==> src/rtl/ritc_align_pkg.sv <==
// Shared state encoding, field widths and lane-word helper for the RITC
// bit-lane alignment controller.
package ritc_align_pkg;

  localparam int SLIP_CNT_W = 4;
  localparam logic [7:0] TRAIN_PATTERN_DEF = 8'h0F;

  // Upper bounds for the generic lane-word extractor below.
  localparam int LANE_BUS_MAX  = 256;
  localparam int LANE_WORD_MAX = 16;

  typedef enum logic [2:0] {
    ST_IDLE   = 3'd0,
    ST_SETTLE = 3'd1,
    ST_CHECK  = 3'd2,
    ST_SLIP   = 3'd3,
    ST_NEXT   = 3'd4,
    ST_DONE   = 3'd5
  } align_state_e;

  // Returns lane 'lane' of a packed bus of word_w-bit lanes, zero-extended.
  function automatic logic [LANE_WORD_MAX-1:0] lane_word(
    input logic [LANE_BUS_MAX-1:0] bus,
    input int                      lane,
    input int                      word_w
  );
    logic [LANE_WORD_MAX-1:0] mask;
    mask = LANE_WORD_MAX'((33'd1 << word_w) - 33'd1);
    return LANE_WORD_MAX'(bus >> (lane * word_w)) & mask;
  endfunction

endpackage

==> src/rtl/ritc_lane_matcher.sv <==
// Registered lane-select mux and training-pattern comparator; match_o lags
// data_i by one clock.
module ritc_lane_matcher
  import ritc_align_pkg::*;
#(
  parameter int               NBITS         = 12,
  parameter int               WORD          = 8,
  parameter int               LANE_W        = 4,
  parameter logic [WORD-1:0]  TRAIN_PATTERN = WORD'(TRAIN_PATTERN_DEF)
) (
  input  logic                   clk_i,
  input  logic                   rst_i,
  input  logic [NBITS*WORD-1:0]  data_i,
  input  logic [LANE_W-1:0]      lane_sel_i,
  output logic                   match_o
);

  logic [LANE_WORD_MAX-1:0] word_d;
  logic [LANE_WORD_MAX-1:0] word_q;

  always_comb begin
    word_d = lane_word(LANE_BUS_MAX'(data_i), int'(lane_sel_i), WORD);
  end

  always_ff @(posedge clk_i) begin
    if (rst_i) begin
      word_q <= '0;
    end else begin
      word_q <= word_d;
    end
  end

  assign match_o = (word_q == LANE_WORD_MAX'(TRAIN_PATTERN));

endmodule

==> src/rtl/ritc_bitslip_align.sv <==
// Per-channel RITC lane aligner: walks the lanes, pulses ISERDES bitslip
// until each lane shows the training pattern, and reports lock and slip counts.
//
// state  | meaning
// IDLE   | waiting for start_i
// SETTLE | letting a lane/slip change propagate; data ignored
// CHECK  | counting consecutive pattern matches on the current lane
// SLIP   | one-cycle bitslip pulse to the current lane
// NEXT   | advance to the next lane or finish
// DONE   | one-cycle completion pulse
module ritc_bitslip_align
  import ritc_align_pkg::*;
#(
  parameter int               NBITS         = 12,
  parameter int               WORD          = 8,
  parameter logic [WORD-1:0]  TRAIN_PATTERN = WORD'(TRAIN_PATTERN_DEF),
  parameter int               MATCH_CYCLES  = 16,
  parameter int               SLIP_WAIT     = 4,
  parameter int               MAX_SLIPS     = 8
) (
  input  logic                         clk_i,
  input  logic                         rst_i,
  input  logic [NBITS*WORD-1:0]        data_i,
  input  logic                         start_i,
  output logic [NBITS-1:0]             bitslip_o,
  output logic                         busy_o,
  output logic                         done_o,
  output logic [NBITS-1:0]             lane_ok_o,
  output logic                         aligned_o,
  output logic [NBITS*SLIP_CNT_W-1:0]  slip_count_o
);

  localparam int LANE_W  = (NBITS > 1) ? $clog2(NBITS) : 1;
  localparam int WAIT_W  = $clog2(SLIP_WAIT + 1);
  localparam int MATCH_W = $clog2(MATCH_CYCLES + 1);

  align_state_e                         state_q, state_d;
  logic [LANE_W-1:0]                    lane_q, lane_d;
  logic [WAIT_W-1:0]                    wait_q, wait_d;
  logic [MATCH_W-1:0]                   match_cnt_q, match_cnt_d;
  logic [NBITS-1:0]                     lane_ok_q, lane_ok_d;
  logic [NBITS-1:0][SLIP_CNT_W-1:0]     slip_cnt_q, slip_cnt_d;
  logic                                 aligned_q, aligned_d;

  logic                                 lane_match;
  logic [SLIP_CNT_W-1:0]                cur_slips;

  ritc_lane_matcher #(
    .NBITS         (NBITS),
    .WORD          (WORD),
    .LANE_W        (LANE_W),
    .TRAIN_PATTERN (TRAIN_PATTERN)
  ) u_matcher (
    .clk_i      (clk_i),
    .rst_i      (rst_i),
    .data_i     (data_i),
    .lane_sel_i (lane_q),
    .match_o    (lane_match)
  );

  assign cur_slips = slip_cnt_q[lane_q];

  always_comb begin
    state_d     = state_q;
    lane_d      = lane_q;
    wait_d      = wait_q;
    match_cnt_d = match_cnt_q;
    lane_ok_d   = lane_ok_q;
    slip_cnt_d  = slip_cnt_q;
    aligned_d   = aligned_q;

    case (state_q)
      ST_IDLE: begin
        if (start_i) begin
          lane_ok_d  = '0;
          slip_cnt_d = '0;
          aligned_d  = 1'b0;
          lane_d     = '0;
          wait_d     = WAIT_W'(SLIP_WAIT);
          state_d    = ST_SETTLE;
        end
      end

      ST_SETTLE: begin
        wait_d = wait_q - WAIT_W'(1);
        if (wait_q == WAIT_W'(1)) begin
          match_cnt_d = '0;
          state_d     = ST_CHECK;
        end
      end

      ST_CHECK: begin
        if (lane_match) begin
          if (match_cnt_q == MATCH_W'(MATCH_CYCLES - 1)) begin
            lane_ok_d[lane_q] = 1'b1;
            state_d           = ST_NEXT;
          end else begin
            match_cnt_d = match_cnt_q + MATCH_W'(1);
          end
        end else begin
          match_cnt_d = '0;
          // Out of slips: the lane is left unlocked.
          if (cur_slips < SLIP_CNT_W'(MAX_SLIPS)) begin
            state_d = ST_SLIP;
          end else begin
            state_d = ST_NEXT;
          end
        end
      end

      ST_SLIP: begin
        if (cur_slips < SLIP_CNT_W'(MAX_SLIPS)) begin
          slip_cnt_d[lane_q] = cur_slips + SLIP_CNT_W'(1);
        end
        wait_d  = WAIT_W'(SLIP_WAIT);
        state_d = ST_SETTLE;
      end

      ST_NEXT: begin
        if (lane_q == LANE_W'(NBITS - 1)) begin
          aligned_d = &lane_ok_q;
          state_d   = ST_DONE;
        end else begin
          lane_d  = lane_q + LANE_W'(1);
          wait_d  = WAIT_W'(SLIP_WAIT);
          state_d = ST_SETTLE;
        end
      end

      ST_DONE: begin
        state_d = ST_IDLE;
      end

      default: begin
        state_d = ST_IDLE;
      end
    endcase
  end

  always_ff @(posedge clk_i) begin
    if (rst_i) begin
      state_q     <= ST_IDLE;
      lane_q      <= '0;
      wait_q      <= '0;
      match_cnt_q <= '0;
      lane_ok_q   <= '0;
      slip_cnt_q  <= '0;
      aligned_q   <= 1'b0;
    end else begin
      state_q     <= state_d;
      lane_q      <= lane_d;
      wait_q      <= wait_d;
      match_cnt_q <= match_cnt_d;
      lane_ok_q   <= lane_ok_d;
      slip_cnt_q  <= slip_cnt_d;
      aligned_q   <= aligned_d;
    end
  end

  // Gated by rst_i so a reset landing on a SLIP cycle kills the pulse at once.
  assign bitslip_o    = (state_q == ST_SLIP && !rst_i) ? (NBITS'(1) << lane_q) : '0;
  assign busy_o       = (state_q == ST_SETTLE) || (state_q == ST_CHECK) ||
                        (state_q == ST_SLIP)   || (state_q == ST_NEXT);
  assign done_o       = (state_q == ST_DONE);
  assign lane_ok_o    = lane_ok_q;
  assign aligned_o    = aligned_q;
  assign slip_count_o = slip_cnt_q;

endmodule
==> config.mk <==
export PLATFORM = sky130hd
export DESIGN_NAME = ritc_bitslip_align
export DESIGN_NICKNAME = d
export VERILOG_FILES = /design/src/rtl/ritc_align_pkg.sv /design/src/rtl/ritc_lane_matcher.sv /design/src/rtl/ritc_bitslip_align.sv
export SDC_FILE = /design/constraint.sdc
export NUM_CORES = 1
export LEC_CHECK = 0
export CAP_MARGIN = 20
export CORE_MARGIN = 2
export CORE_UTILIZATION = 49
export CTS_CLUSTER_SIZE = 24
export DETAILED_ROUTE_END_ITERATION = 8
export PLACE_DENSITY = 0.85
export SKIP_CTS_REPAIR_TIMING = 1
export SYNTH_ARGS = -nofsm -noshare
export SYNTH_HDL_FRONTEND = slang
export SYNTH_SLANG_ARGS = --single-unit
==> constraint.sdc <==
create_clock -name clk_i -period 6.6 [get_ports clk_i]
set_input_delay 0.66 -clock clk_i [delete_from_list [all_inputs] [get_ports clk_i]]
set_output_delay 0.66 -clock clk_i [all_outputs]
set_load 0.01 [all_outputs]
==> impl_metrics.ini <==
[critical_path]
arrival_ns = 3.04
r2r-end = slip_count_o[7]
path_class = flip-flop to output pin
reg2reg_depth = 5
timing.rr.start = lane_q[1]
worstSetupEndpointType = output pin
rrSetupSlack_ns = 3.02
crit_required_ns = 5.94
crit_start = lane_q[1]
cp-start-kind = flip-flop
worstPathMaxFanout = 43

[yosys]
synth.most_common_cell = dfxtp_1
syn_inst = 494
yosysUniqueCellTypes = 60
yosysSeqAreaShare = 0.3495
synth_common_cells = dfxtp_1, nor2_1, nand2_1, a21oi_1, mux4_2
ys_warn_count = 0
async_flop_share = 0
synth_edf_count = 0
yosys.area.top_type_share = 0.3495
syn_area_per_cell_um2 = 9.739
synth-seq-cells = 84
netlist_area_mm2 = 0.004811
synth_flop_cell = dfxtp_1
synthTopCellsByArea = dfxtp_1, mux4_2, nor2_1, a21oi_1, nand2_1
syn_nets = 604
yosys.area.top_type = dfxtp_1

[route]
drtPass1Iterations = 6
ant_nets = 0
num_vias = 4804
via_per_inst = 6.151
routed_wl_um = 16020
drt_first_iter_violations = 405
routedWlPerCell_um = 20.51
drc = 0

[die]
num_rows = 36
die_width_um = 103.1
core_mm2 = 0.009639
ios = 174
die_h_um = 103.1
die_area_mm2 = 0.01063
start_util = 0.4991

[timing]
finalMaxSlewViolations = 0
rsz0062_at_grt = no
fin_tns_setup_ns = 0
skew_ns = 0.01212
fin_crit_ns = 3.699
hold_violations = 0
setup_slack_ns = 2.901
relSlewSlack = 0.2632
setup_viol = 0
worstMarginPinSlew_ns = 1.105
fin_crit_sh = 0.5605
max_freq_mhz = 270.3

[clocking]
tritoncts = done
cts_buffer_depth = 2
cts_sinks = 84
clk_latency_ns = 0.37
numCtsBuffers = 9
root_buffer = clkbuf_8
h-tree-depth = 3
path_clk_slew_ns = 0.10

[grt]
grt_max_degree = 44
antenna_found_initial = 0
overflow = 0
grt_pass1_vias = 4733
grt_pass1_wl_um = 24330
grt_usage = 0.2993

[final_layout]
fin_nets = 753
fin_util = 0.6992
multi_input_area_mm2 = 0.002903
regArea_mm2 = 0.001684
synthToLayoutAreaGrowth_pct = 40.10
antennaDiodeCount = 0
layout-drive-gt1-share = 0.1065
fillers = 767

[power]
vdd_ir_drop_max_v = 0.0001047
swShare = 0.2909
clkPwrFrac = 0.323
p_leak_uw = 0.002379
power_frac_comb = 0.185
internal-power_uw = 763.1
p_seq_frac = 0.492
p_switching_uw = 313.0
powerDensity_mw_per_mm2 = 159.7

[flow_run]
max_cap_viol_count = 0

[place]
dp_hpwl_um = 12170
place_congestion = 0.9599
dp_slack_ns = 3.057
portBuffers = 173

[worst_hold_path]
hold_start = slip_count_o[19]
min_path_type = flip-flop to flip-flop
holdPathEnd = slip_count_o[19]
hold_depth = 2

[status]
status = finished clean
sequential cells by signal (all words and copies together) (netlist names):
register	count
match_cnt_q	5
aligned_o	1
lane_ok_o	12
wait_q	3
lane_q	4
slip_count_o	48
u_matcher.word_q	8
state_q	3
critical path, stage by stage, from the launching register on:
cell	delay, ns
dfxtp_2	1.07
ha_1	0.50
ha_1	0.29
nand2_1	0.07
nor2_1	0.14
clkdlybuf4s50_1	0.60
logic make-up after synthesis:
| group | Yosys count | synth area share |
|---|---|---|
| simple gates | 174 | 0.1761 |
| compound gates | 122 | 0.1904 |
| flops | 84 | 0.3495 |
| buf+inv | 51 | 0.04707 |
| mux | 49 | 0.2029 |
| fa+ha+maj | 11 | 0.02861 |
| xor+xnor | 3 | 0.005463 |
how the worst max path moves through the flow:
stage	end	slack [ns]	depth (start not counted)
2_1_floorplan	slip_count_o[17]	4.13	9
3_3_place_gp	bitslip_o[7]	3.16	6
3_5_place_dp	bitslip_o[11]	3.06	6
4_1_cts	bitslip_o[11]	2.93	6
5_1_grt	bitslip_o[3]	2.74	5
6_report	bitslip_o[11]	2.90	5
layout make-up:
class | count | area share
multi-input cells | 359 | 0.4307
flip-flops and latches | 84 | 0.2499
clock inverters | 7 | 0.008910
repair buffers | 176 | 0.2603
clock buffers | 9 | 0.01838
inverters | 13 | 0.007240
well taps | 133 | 0.02469
metal layers:
metal | vias to the layer above | share of wire | GRT usage
li1 | 2155 | - | -
met1 | 2282 | 0.39 | 0.4032
met2 | 310 | 0.48 | 0.4775
met3 | 57 | 0.096 | 0.05898
met4 | 0 | 0.032 | 0.1144
met5 | - | 0 | 0
placed cells by master, fill, tap and decap left out, drive strengths merged, types with 6 or more instances in the layout:
| master | n |
|---|---|
| clkdlybuf4s50 | 173 |
| dfxtp | 84 |
| nor2 | 67 |
| nand2 | 49 |
| a21oi | 43 |
| mux4 | 37 |
| a32o | 15 |
| inv | 15 |
| o21ai | 14 |
| mux2i | 12 |
| and2 | 12 |
| ha | 11 |
| a22o | 10 |
| clkbuf | 9 |
| a32oi | 8 |
| a31oi | 8 |
| nand4 | 8 |
| nor2b | 7 |
| a211oi | 6 |
power by group through the flow:
stage          registers (µW)  clock network, µW  logic (µW)
2_1_floorplan             534                  0         108
3_3_place_gp              540                  0         189
3_5_place_dp              541                  0         195
4_1_cts                   529                350         197
5_1_grt                   531                369         215
6_report                  529                348         199
through the flow:
stage          power, µW  instance area, µm²  std cells  hold WS, ns
2_1_floorplan      642.7                4811        494       0.4549
3_3_place_gp       728.7                6556        765       0.4710
3_5_place_dp       735.8                6556        765       0.4746
4_1_cts             1076                6740        781       0.4900
5_1_grt             1116                6740        781       0.5250
6_report            1076                6740        781       0.4879
No activity file was read; power rests on OpenSTA's default activity.
